## config.mk

```make
export PLATFORM = sky130hd
export DESIGN_NAME = therm2bin_dec
export DESIGN_NICKNAME = d
export VERILOG_FILES = /design/src/rtl/therm_pkg.sv /design/src/rtl/therm_popcnt.sv /design/src/rtl/therm2bin_dec.sv
export SDC_FILE = /design/constraint.sdc
export NUM_CORES = 1
export LEC_CHECK = 0
export ABC_AREA = 1
export CAP_MARGIN = 10
export CORE_ASPECT_RATIO = 1.2
export CORE_UTILIZATION = 25
export CTS_BUF_LIST = sky130_fd_sc_hd__clkbuf_8
export CTS_CLUSTER_DIAMETER = 80
export DETAILED_ROUTE_END_ITERATION = 10
export MAX_ROUTING_LAYER = met4
export PLACE_DENSITY_LB_ADDON = 0.2
export SLEW_MARGIN = 30
export SYNTH_ARGS = -nofsm -noshare
export SYNTH_HDL_FRONTEND = slang
export SYNTH_HIERARCHICAL = 1
export SYNTH_SLANG_ARGS = --single-unit
```

## constraint.sdc

```tcl
create_clock -name clk -period 4.2 [get_ports clk]
set_clock_uncertainty 0.15 [all_clocks]
set_input_delay 0.84 -clock clk [delete_from_list [all_inputs] [get_ports clk]]
set_output_delay 0.84 -clock clk [all_outputs]
set_load 0.02 [all_outputs]
```

## src/rtl/therm_pkg.sv

```systemverilog
`default_nettype none
// ============================================================================
//  Module      : therm_pkg
//  Description : Shared definitions for the thermometer-code converters
//                (bin2therm and therm2bin). Holds the default binary width,
//                the derived thermometer width and the legality check.
//  Revision    : 1.0 - initial release
// ============================================================================
package therm_pkg;

    localparam int W_BIN_DEFAULT   = 5;
    localparam int N_THERM_DEFAULT = (2 ** W_BIN_DEFAULT) - 1;

    typedef logic [N_THERM_DEFAULT-1:0] therm_t;

    // A legal thermometer code is a contiguous run of ones starting at bit 0,
    // so adding one carries through the whole run and clears every set bit.
    // All-zeros and all-ones both satisfy this.
    function automatic logic is_therm(input therm_t code);
        therm_t code_p1;
        code_p1 = code + therm_t'(1);
        return ((code & code_p1) == '0);
    endfunction

endpackage
`default_nettype wire

```

## src/rtl/therm_popcnt.sv

```systemverilog
`default_nettype none
// ============================================================================
//  Module      : therm_popcnt
//  Description : Combinational population count of a WIDTH-bit vector.
//                Used for each half of the thermometer decoder's first stage.
//  Revision    : 1.0 - initial release
// ============================================================================
module therm_popcnt #(
    parameter  int WIDTH = 16,
    localparam int CNT_W = $clog2(WIDTH + 1)
) (
    input  logic [WIDTH-1:0] bits,
    output logic [CNT_W-1:0] count
);

    // Sum every input bit; the count width holds the all-ones case exactly.
    always_comb begin
        count = '0;
        for (int i = 0; i < WIDTH; i++) begin
            count = count + CNT_W'(bits[i]);
        end
    end

endmodule
`default_nettype wire

```

## src/rtl/therm2bin_dec.sv

```systemverilog
`default_nettype none
// ============================================================================
//  Module      : therm2bin_dec
//  Description : Two-stage pipelined thermometer-to-binary decoder with
//                valid/ready handshakes on both sides. Decodes by population
//                count so bubbled codes still give a best-effort value.
//                Optional bubble checking (out_err / err_cnt / err_clr) is
//                built only when THERM2BIN_BUBBLE_CHK_EN is defined.
//  Revision    : 1.0 - initial release
// ============================================================================
module therm2bin_dec
    import therm_pkg::*;
#(
    parameter  int W_BIN     = W_BIN_DEFAULT,
    parameter  int ERR_CNT_W = 8,
    localparam int N_THERM   = (2 ** W_BIN) - 1
) (
    input  logic                 clk,
    input  logic                 rst,
    input  logic                 in_valid,
    output logic                 in_ready,
    input  logic [N_THERM-1:0]   in_therm,
    output logic                 out_valid,
    input  logic                 out_ready,
    output logic [W_BIN-1:0]     out_bin,
    output logic                 out_err,
    input  logic                 err_clr,
    output logic [ERR_CNT_W-1:0] err_cnt
);

    // Lower half is one bit wider than the upper half (16 + 15 for 31 bits).
    localparam int LO_W  = 2 ** (W_BIN - 1);
    localparam int HI_W  = N_THERM - LO_W;
    localparam int LO_CW = $clog2(LO_W + 1);
    localparam int HI_CW = $clog2(HI_W + 1);

    // ------------------------------------------------------------------------
    // Handshake / stall control
    // ------------------------------------------------------------------------
    logic s1_valid;
    logic s2_adv;
    logic s1_adv;

    // S2 may load whenever it is empty or its content leaves this cycle; S1
    // may load whenever it is empty or S2 takes its content. in_ready is
    // therefore combinational from out_ready, allowing full throughput.
    assign s2_adv   = !out_valid || out_ready;
    assign s1_adv   = !s1_valid || s2_adv;
    assign in_ready = s1_adv;

    // ------------------------------------------------------------------------
    // Stage 1: half-width population counts
    // ------------------------------------------------------------------------
    logic [LO_CW-1:0] lo_cnt;
    logic [HI_CW-1:0] hi_cnt;
    logic [LO_CW-1:0] s1_lo_cnt;
    logic [HI_CW-1:0] s1_hi_cnt;

    therm_popcnt #(
        .WIDTH (LO_W)
    ) u_popcnt_lo (
        .bits  (in_therm[LO_W-1:0]),
        .count (lo_cnt)
    );

    therm_popcnt #(
        .WIDTH (HI_W)
    ) u_popcnt_hi (
        .bits  (in_therm[N_THERM-1:LO_W]),
        .count (hi_cnt)
    );

    // Data path: capture half counts in S1, then their sum in S2.
    always_ff @(posedge clk or posedge rst) begin
        if (rst) begin
            s1_valid  <= 1'b0;
            s1_lo_cnt <= '0;
            s1_hi_cnt <= '0;
            out_valid <= 1'b0;
            out_bin   <= '0;
        end else begin
            if (s1_adv) begin
                s1_valid <= in_valid;
                if (in_valid) begin
                    s1_lo_cnt <= lo_cnt;
                    s1_hi_cnt <= hi_cnt;
                end
            end
            if (s2_adv) begin
                out_valid <= s1_valid;
                if (s1_valid) begin
                    // Sum is at most N_THERM, which always fits in W_BIN bits.
                    out_bin <= W_BIN'(s1_lo_cnt) + W_BIN'(s1_hi_cnt);
                end
            end
        end
    end

`ifdef THERM2BIN_BUBBLE_CHK_EN
    // ------------------------------------------------------------------------
    // Bubble checking
    // ------------------------------------------------------------------------
    localparam logic [ERR_CNT_W-1:0] ERR_MAX = '1;

    logic legal_d;
    logic s1_legal;
    logic err_inc;

    // The shared package function covers the default width; other widths use
    // the same carry-through test sized to the actual input.
    generate
        if (N_THERM == N_THERM_DEFAULT) begin : g_pkg_chk
            assign legal_d = is_therm(therm_t'(in_therm));
        end else begin : g_gen_chk
            logic [N_THERM-1:0] therm_p1;
            assign therm_p1 = in_therm + N_THERM'(1);
            assign legal_d  = ((in_therm & therm_p1) == '0);
        end
    endgenerate

    // Legality flag travels alongside the data with the same advance rules.
    always_ff @(posedge clk or posedge rst) begin
        if (rst) begin
            s1_legal <= 1'b0;
            out_err  <= 1'b0;
        end else begin
            if (s1_adv && in_valid) begin
                s1_legal <= legal_d;
            end
            if (s2_adv && s1_valid) begin
                out_err <= !s1_legal;
            end
        end
    end

    // Count only delivered illegal codes, not ones still waiting in S2.
    assign err_inc = out_valid && out_ready && out_err;

    // Saturating error counter; a clear overrides a coincident increment.
    always_ff @(posedge clk or posedge rst) begin
        if (rst) begin
            err_cnt <= '0;
        end else if (err_clr) begin
            err_cnt <= '0;
        end else if (err_inc && (err_cnt != ERR_MAX)) begin
            err_cnt <= err_cnt + ERR_CNT_W'(1);
        end
    end
`else
    // Checking not built: error outputs are constant and err_clr has no effect.
    logic unused_err_clr;

    assign unused_err_clr = err_clr;
    assign out_err        = 1'b0;
    assign err_cnt        = '0;
`endif

endmodule
`default_nettype wire

```

### Word-level counts from Yosys, hierarchy flattened

Cells that the tools add are included.

* bits in registers: 16
* bits in latches: 0
* RAM bits: 0
* bits in read-only memories: 0
* bits of input ports: 36
* output and inout port bits: 16
* logic and storage cells: 41
* memories: 0

* add/sub/neg operators: 30
* multiply operators: 0
* div/mod/pow operators: 0
* $lt $le $gt $ge: 0
* equal/unequal tests: 0
* shift-type cells: 0
* multiplexer cells: 0
* bitwise gates (word level): 0
* reduce and logical (&&, ||, !) cells: 6

Operators with widths (number)
* $add A5 B1 Y5: 14
* $add A4 B1 Y4: 13
* $add A5 B4 Y5: 1
* $add A1 B1 Y2: 2
* $reduce_and A2 Y1: 2
* $logic_not A1 Y1: 2
* $logic_or A1 B1 Y1: 2

### Depth between registers and ports, before layout

Gate-level depths: netlist of run 1.

* depth after elaboration: 15
* depth in mapped cells: 15
* depth with buffers taken out: 15

### Cells and area by module

Netlist of run 1, hierarchy kept.

Modules (own cells, without submodules)
* therm2bin_dec: times used 1, cells each 99, area an instance 858.3 um^2
* therm_popcnt (u_popcnt_lo): times used 1, cells each 56, area an instance 429.2 um^2
* therm_popcnt (u_popcnt_hi): times used 1, cells each 37, area an instance 326.6 um^2

### Least setup slack after synthesis of run 1

OpenSTA, ideal clock, no wires.

* kind: input to register
* start point: input in_therm[16]
* end point: register s1_hi_cnt[1]
* setup time: 122 ps
* arrival time: 3847 ps
* data required time: 3928 ps
* setup slack: 80 ps
* stages on the path: 10
* path through: inv_1 fa_1 fa_1 fa_1 fa_1 fa_1 fa_1 inv_1 nor2_1 a21oi_1

* cells in the longest elaborated chain, start to end: 14

Ends and longest elaborated chain
* start: declaration: line therm2bin_dec.sv:22 `input logic [N_THERM-1:0] in_therm,`
* $add A1 B1 Y2: line therm_popcnt.sv:20 `count = count + CNT_W'(bits[i]);`
* $add A4 B1 Y4 (13 in series): line therm_popcnt.sv:20
* net hi_cnt[1]: line therm2bin_dec.sv:55 `logic [HI_CW-1:0] hi_cnt;`
* end signal: assignment: line therm2bin_dec.sv:86 `s1_hi_cnt <= hi_cnt;`
* end: declaration: line therm2bin_dec.sv:57 `logic [HI_CW-1:0] s1_hi_cnt;`

The timed path passes the listed nets, and every way through them passes these cells.
A chain may end at the register's enable or synchronous reset.

### Worst setup path after layout of run 1

* start point: input in_therm[25]
* end point: register s1_hi_cnt[1]

* cells in the longest elaborated chain, start to end: 6

Ends and longest elaborated chain (line)
* $add A4 B1 Y4 (6 in series): therm_popcnt.sv:20
* net hi_cnt[1]: therm2bin_dec.sv:55

The timed path passes the listed nets, and every way through them passes these cells.

==> results.md, run 1 <==
- Status: complete, no violations
- Clock Sinks: 16
- Sequential power share: about 23%
- Synth Register Bits: 16
- Detailed Routing Iterations Pass 1: 4
- Clk network pwr share: between 10% and 20%
- CTS tree: done
- Logic pwr share: around two thirds
- Final critical-path share of the clock period: a little over nine tenths
- Power Density: approximately 540 nW/um2
- Die H: between 90 and 100 um
- First-pass GRT wire length: around 4.8 mm
- Max_slew headroom: approximately three fifths
- # rows: 31
- Lkg Pwr: 1.16 nW
- Yosys warns: 6
- Crit path arrival time: just over 4 ns
- Number of antenna diodes: 0
- Register area: 400 um2
- Vias per cell: approximately 4
- Multi-input gate area: ~970 um2
- Core ar.: just over 6000 um2
- Critical Path RT: around 4.2 ns
- Vias in the first global route: between 1000 and 1500
- Worst reg-to-reg path cell count: 9
- Finish-stage setup viols: 0
- Synth Cell Area: about 1600 um2
- CP Launch Type: input port
- F_max: around 0.24 GHz
- Clock Path Buffers: 2
- Drt initial violations: 44
- # IOs: between 50 and 60
- Flop2flop setup slack: ~2.6 ns
- Reg2reg start: s1_lo_cnt[0]$_DFFE_PP0P_
- Final hold vios: 0
- Clock transition at the registers of the reported paths: roughly 0.06 ns
- WHS Path Cells: 2
- RSZ-0062 raised after global routing: no
- Register area share after synthesis: 24.8%
- Non-filler cells, final: 320
- Port Buffers: 41
- Die area: roughly 6800 um2
- Psw: 0.493 mW
- Hold wc startpoint: out_bin[4]$_DFFE_PP0P_
- Most frequent cells in the layout: inv_1, nand2_1, clkdlybuf4s50_1
- Reg-to-reg endpoint: out_bin[4]$_DFFE_PP0P_
- Critical-path top delay cell: fa_1
- Drt wl/cell: 8.39 um
- Area grow syn2layout: 33.5%
- Gr usage total: under 10%
- Fin Setup TNS: 0 ns
- Worst-margin pin slew: 0.611 ns
- Post-Place Cells: 314
- # nets final: 307
- Switching share of power: 42.6%
- Share of cells above drive strength 1: around an eighth
- Clk Latency, worst-skew pair: roughly 0.25 ns
- Synth cell types: 19
- Top cell by count, worst path: fa_1
- Worst stage delay on the critical path: around 0.56 ns
- Maximum VDD drop: 0.170 mV
- Post-Layout Inst Area: roughly 2200 um2
- H-tree depth: 1
- Gpl congestion: 0.746
- DRC violations left: 0
- ANT nets after route: 0
- Layout filler cell count: 714
- Initial core utilization: a little over a quarter
- Class of the worst hold path: register to register
- Initial antenna violation count: 0
- Synth Instances: 192
- Vias: 1247
- Post-placement cell area: 2090 um2
- Final Max Slew Viols: 0
- Largest net degree at the start of global routing: 17
- Worst path cell trace: clkdlybuf4s15_1 -> fa_1 -> inv_2 -> fa_1 -> fa_1 -> fa_1 -> fa_2 -> fa_2 -> inv_2 -> nor2_2 -> a21oi_1
- Num CTS Buffers: 3
- Crit. End Element: register
- Crit Path Class: input port to register
- Int Power: 0.664 mW
- Crit path max fanout: 2
- Most common cell after layout, fill and taps aside: inv_1
- Chip Width: between 70 and 80 um
- Root Driver: clkbuf_8
- HPWL after DPL: 2.36 mm
- Syn Area/Cell: about 8.4 um2
- Hold Path End: out_bin[4]$_DFFE_PP0P_
- Grt total ovfl: 0
- Min cycle time layout: between 4 and 5 ns
- Max Cap Viol: 0
- Final Routed Wirelength: approximately 2.7 mm
- Final Core Density: between 30% and 40%
[power groups by stage]
stage | registers [mW] | clock network (mW) | logic, mW
after CTS | 0.262 | 0.144 | 0.762
after global placement | 0.262 | 0 | 0.708
after floorplan | 0.287 | 0 | 0.505
after detailed placement | 0.264 | 0 | 0.720
after global routing | 0.268 | 0.147 | 0.890
final | 0.261 | 0.138 | 0.758
[cells by family after synthesis]
family                   count (synthesis)  synth area share (%)
AND/OR/NAND/NOR                         61                  17.1
XOR/XNOR                                 3                  1.63
buffers and inverters                   70                  18.8
AO/OA/AOI/OAI                            9                  2.87
other                                    1                 0.232
flip-flops                              16                  24.8
adder cells (fa/ha/maj)                 32                  34.6
[repair_timing]
action                                 4_1_cts  5_1_grt
setup endpoints to repair                    5        2
gates cloned                                 0        0
endpoints found under the hold margin        0        0
hold buffers                                 0        0
buffers inserted                             1        1
pin swaps                                   17        9
resized for setup                           27       14
[per-layer routing]
layer  global-route usage (%)  wire length [um]  up-vias
met1                     10.0              1080      579
met4                     3.24                42        0
li1                         -                 -      631
met5                        -                 0        -
met2                     15.9              1450       32
met3                     1.57               110        5
[final cells by class]
class                      count  area share, %
clock buffer                   4           2.56
inverter                      60           10.5
tap                           82           4.76
sequential                    16           18.6
timing repair buffer          44           18.6
multi-input combinational    114           45.0
[cell usage after synthesis (all sizes together)]
library cell	number	area share [%]
fa	21	26
o21ai	2	0.62
nand2	38	9.5
ha	11	8.5
nor2	5	1.2
o22ai	1	0.39
dfrtp	16	25
xnor2	2	1.1
or2	1	0.39
inv	60	14
nand3	17	6.0
conb	1	0.23
xor2	1	0.54
buf	10	4.9
a21oi	6	1.9
[state kept, by name (all words and copies together) (netlist names)]
name / cells
out_bin: 5
out_valid: 1
s1_lo_cnt: 5
s1_valid: 1
s1_hi_cnt: 4
[stage by stage]
stage	hold WS [ns]	setup slack [ns]	total power, mW
final	0.329	0.117	1.16
after global routing	0.353	0.0143	1.31
after CTS	0.334	0.00847	1.17
after detailed placement	0.316	-0.497	0.984
after global placement	0.312	-0.446	0.971
after floorplan	0.296	0.0804	0.792
[worst max-delay path: cells and delay by family]
kind,cells,cell delay (ns)
simple gates,1,0.08
fa+ha+maj,6,2.85
compound gates,1,0.04
buf+inv,3,0.25
[how the worst max path moves through the flow]
stage	from	end	slack, ns	cells past startpoint
after floorplan	in_therm[16]	s1_hi_cnt[1]$_DFFE_PP0P_	0.08	10
after global placement	in_therm[16]	s1_hi_cnt[2]$_DFFE_PP0P_	-0.45	11
after detailed placement	in_therm[16]	s1_hi_cnt[1]$_DFFE_PP0P_	-0.50	11
after CTS	in_therm[25]	s1_hi_cnt[1]$_DFFE_PP0P_	0.008	11
after global routing	in_therm[17]	s1_hi_cnt[1]$_DFFE_PP0P_	0.01	11
final	in_therm[25]	s1_hi_cnt[1]$_DFFE_PP0P_	0.12	11
Power figures use the tool's default switching activity.
==> run 2, diff against run 1 <==
CORE_ASPECT_RATIO = 1.1   (was 1.2)
==> results.md, run 2 (synthesized netlist as in run 1, its figures left out) <==
- Status: complete, no violations
- Final Routed Wirelength: 2.53 mm (-5.7%)
- Min cycle time layout: 4.06 ns (-0.0212 ns)
- Share of cells above drive strength 1: 8.86% (-3.7 points)
- Worst path cell trace: dlygate4sd2_1 -> inv_1 -> fa_1 -> fa_1 -> fa_1 -> fa_1 -> fa_2 -> fa_1 -> inv_1 -> nor2_1 -> a21oi_1
- Initial antenna violation count: 0 (unchanged)
- DRC violations left: 0 (unchanged)
- Crit path max fanout: 2 (unchanged)
- ANT nets after route: 0 (unchanged)
- Clock Sinks: 16 (unchanged)
- Final hold vios: 0 (unchanged)
- Critical Path RT: 4.18 ns (about the same)
- Number of antenna diodes: 0 (unchanged)
- Worst-margin pin slew: 0.620 ns (+0.00954 ns)
- Drt initial violations: 44 (unchanged)
- Final critical-path share of the clock period: 96.7% (-0.51 points)
- Port Buffers: 41 (unchanged)
- # rows: 30 (-3.2%)
- Power Density: 523 nW/um2 (-2.6%)
- Area grow syn2layout: 32.6%
- Clock transition at the registers of the reported paths: 0.07 ns (about the same)
- Critical path buffers and inverters: 3 (unchanged)
- Drt wl/cell: 7.99 um (-4.8%)
- Gr usage total: 9.34% (+0.25 points)
- Clk Latency, worst-skew pair: 0.25 ns (about the same)
- Die H: 86.3 um (-4.2%)
- Num CTS Buffers: 3 (unchanged)
- Chip Width: 78.6 um (+4.3%)
- Fin Setup TNS: 0 ns (unchanged)
- Max Cap Viol: 0 (unchanged)
- Vias in the first global route: 1219 (+2.4%)
- Most frequent cells in the layout: inv_1, nand2_1, clkdlybuf4s50_1
- RSZ-0062 raised after global routing: no
- Non-filler cells, final: 317 (-0.94%)
- # nets final: 306 (-0.33%)
- Registers with the most flip-flops: out_bin (5), s1_lo_cnt (5), s1_hi_cnt (4)
- Maximum VDD drop: 0.228 mV (+35%)
- Psw: 0.471 mW (-4.5%)
- Gpl congestion: 0.743 (-0.44%)
- Clk network pwr share: 12.3% (+0.3 points)
- Switching share of power: 42.1% (-0.55 points)
- Detailed Routing Iterations Pass 1: 3 (-1)
- Vias per cell: 3.80 (-2.5%)
- Finish-stage setup viols: 0 (unchanged)
- Initial core utilization: 26.1% (-0.28 points)
- Worst stage delay on the critical path: 0.54 ns (-0.02 ns)
- Logic pwr share: 64.7% (-0.8 points)
- Hold_buf cts: 0 (unchanged)
- Crit. End Element: register
- Most common cell after layout, fill and taps aside: inv_1
- Die area: 6780 um2 (about the same)
- Lkg Pwr: 1.16 nW (about the same)
- Critical-path top delay cell: fa_1
- Top cell by count, worst path: fa_1
- Int Power: 0.649 mW (-2.3%)
- Crit Path Class: input port to register
- CP top delay family: adder cells
- Max_slew headroom: 58.6% (-0.64 points)
- # IOs: 52 (unchanged)
- Vias: 1205 (-3.4%)
- Final Max Slew Viols: 0 (unchanged)
- Sequential power share: 23.1% (+0.6 points)
- F_max: 0.246 GHz (+0.52%)
- Clock Path Buffers: 2 (unchanged)
- CP Launch Type: input port
- CTS tree: done
- Core ar.: 6190 um2 (+1.1%)
- Crit path arrival time: 4.04 ns (-0.03 ns)
- First-pass GRT wire length: 5.00 mm (+4.5%)
- Post-Place Cells: 312 (-0.64%)
- H-tree depth: 1 (unchanged)
- Largest net degree at the start of global routing: 17 (unchanged)
- HPWL after DPL: 2.23 mm (-5.6%)
- Class of the worst hold path: register to register
- Grt total ovfl: 0 (unchanged)
- Root Driver: clkbuf_8
[run 2: repair_timing]
| action | 4_1_cts | 5_1_grt |
|---|---|---|
| gates resized for setup | 24 | 7 |
| buffers inserted | 1 | 0 |
| endpoints found under the setup margin | 5 | 2 |
| pin swaps | 18 | 8 |
[run 2: final timing paths]
check                                                end  slack (ns)  depth (start not counted)                      from
worst min-delay path              out_bin[4]$_DFFE_PP0P_        0.33                          2    out_bin[4]$_DFFE_PP0P_
worst min register to register    out_bin[4]$_DFFE_PP0P_        0.33                          2    out_bin[4]$_DFFE_PP0P_
min in group asynchronous         out_bin[2]$_DFFE_PP0P_        0.81                          2                       rst
worst max register to register    out_bin[4]$_DFFE_PP0P_        2.56                          9  s1_hi_cnt[0]$_DFFE_PP0P_
max in group asynchronous       s1_hi_cnt[2]$_DFFE_PP0P_        2.68                          2                       rst
worst max-delay path            s1_hi_cnt[1]$_DFFE_PP0P_        0.14                         11              in_therm[19]
[run 2: metrics by stage]
step	total power, mW	utilization, %	hold WS (ns)	area (um2)	setup slack, ns
floorplan	0.792	-	0.296	1640	0.0804
detailed placement	0.979	33.6	0.317	2080	-0.489
global route	1.28	34.5	0.352	2140	0.0105
CTS	1.15	34.6	0.335	2140	0.00375
global placement	0.969	33.6	0.313	2080	-0.465
finish	1.12	34.5	0.328	2140	0.139
[run 2: power by group through the flow]
| stage | logic (mW) | registers, mW | clock network (mW) |
|---|---|---|---|
| after CTS | 0.746 | 0.260 | 0.141 |
| after global placement | 0.708 | 0.261 | 0 |
| after global routing | 0.865 | 0.268 | 0.152 |
| after floorplan | 0.505 | 0.287 | 0 |
| after detailed placement | 0.717 | 0.262 | 0 |
| final | 0.724 | 0.258 | 0.137 |
[run 2: area by class of cell]
class	count	area, um2
Timing Repair Buffer	43	403
Clock buffer	4	55.1
Inverter	60	225
Tap cell	80	100
Multi-Input combinational cell	114	956
Fill cell	674	4050
Sequential cell	16	400
[run 2: layer usage]
metal  part of all wire (%)  up-vias  track usage (%)
li1                       -      627                -
met1                     43      554             11.0
met2                     52       22             16.2
met3                    3.3        2             1.26
met4                    1.2        0             3.54
met5                      0        -                -
[run 2: worst reg2reg max path: stages, from the launching register on]
cell	delay (ns)
dfrtp_1	0.36
ha_1	0.18
inv_1	0.06
fa_1	0.40
inv_1	0.07
nand2_1	0.05
nand2_1	0.07
nand3_1	0.07
nand3_1	0.08
nand2_1	0.05
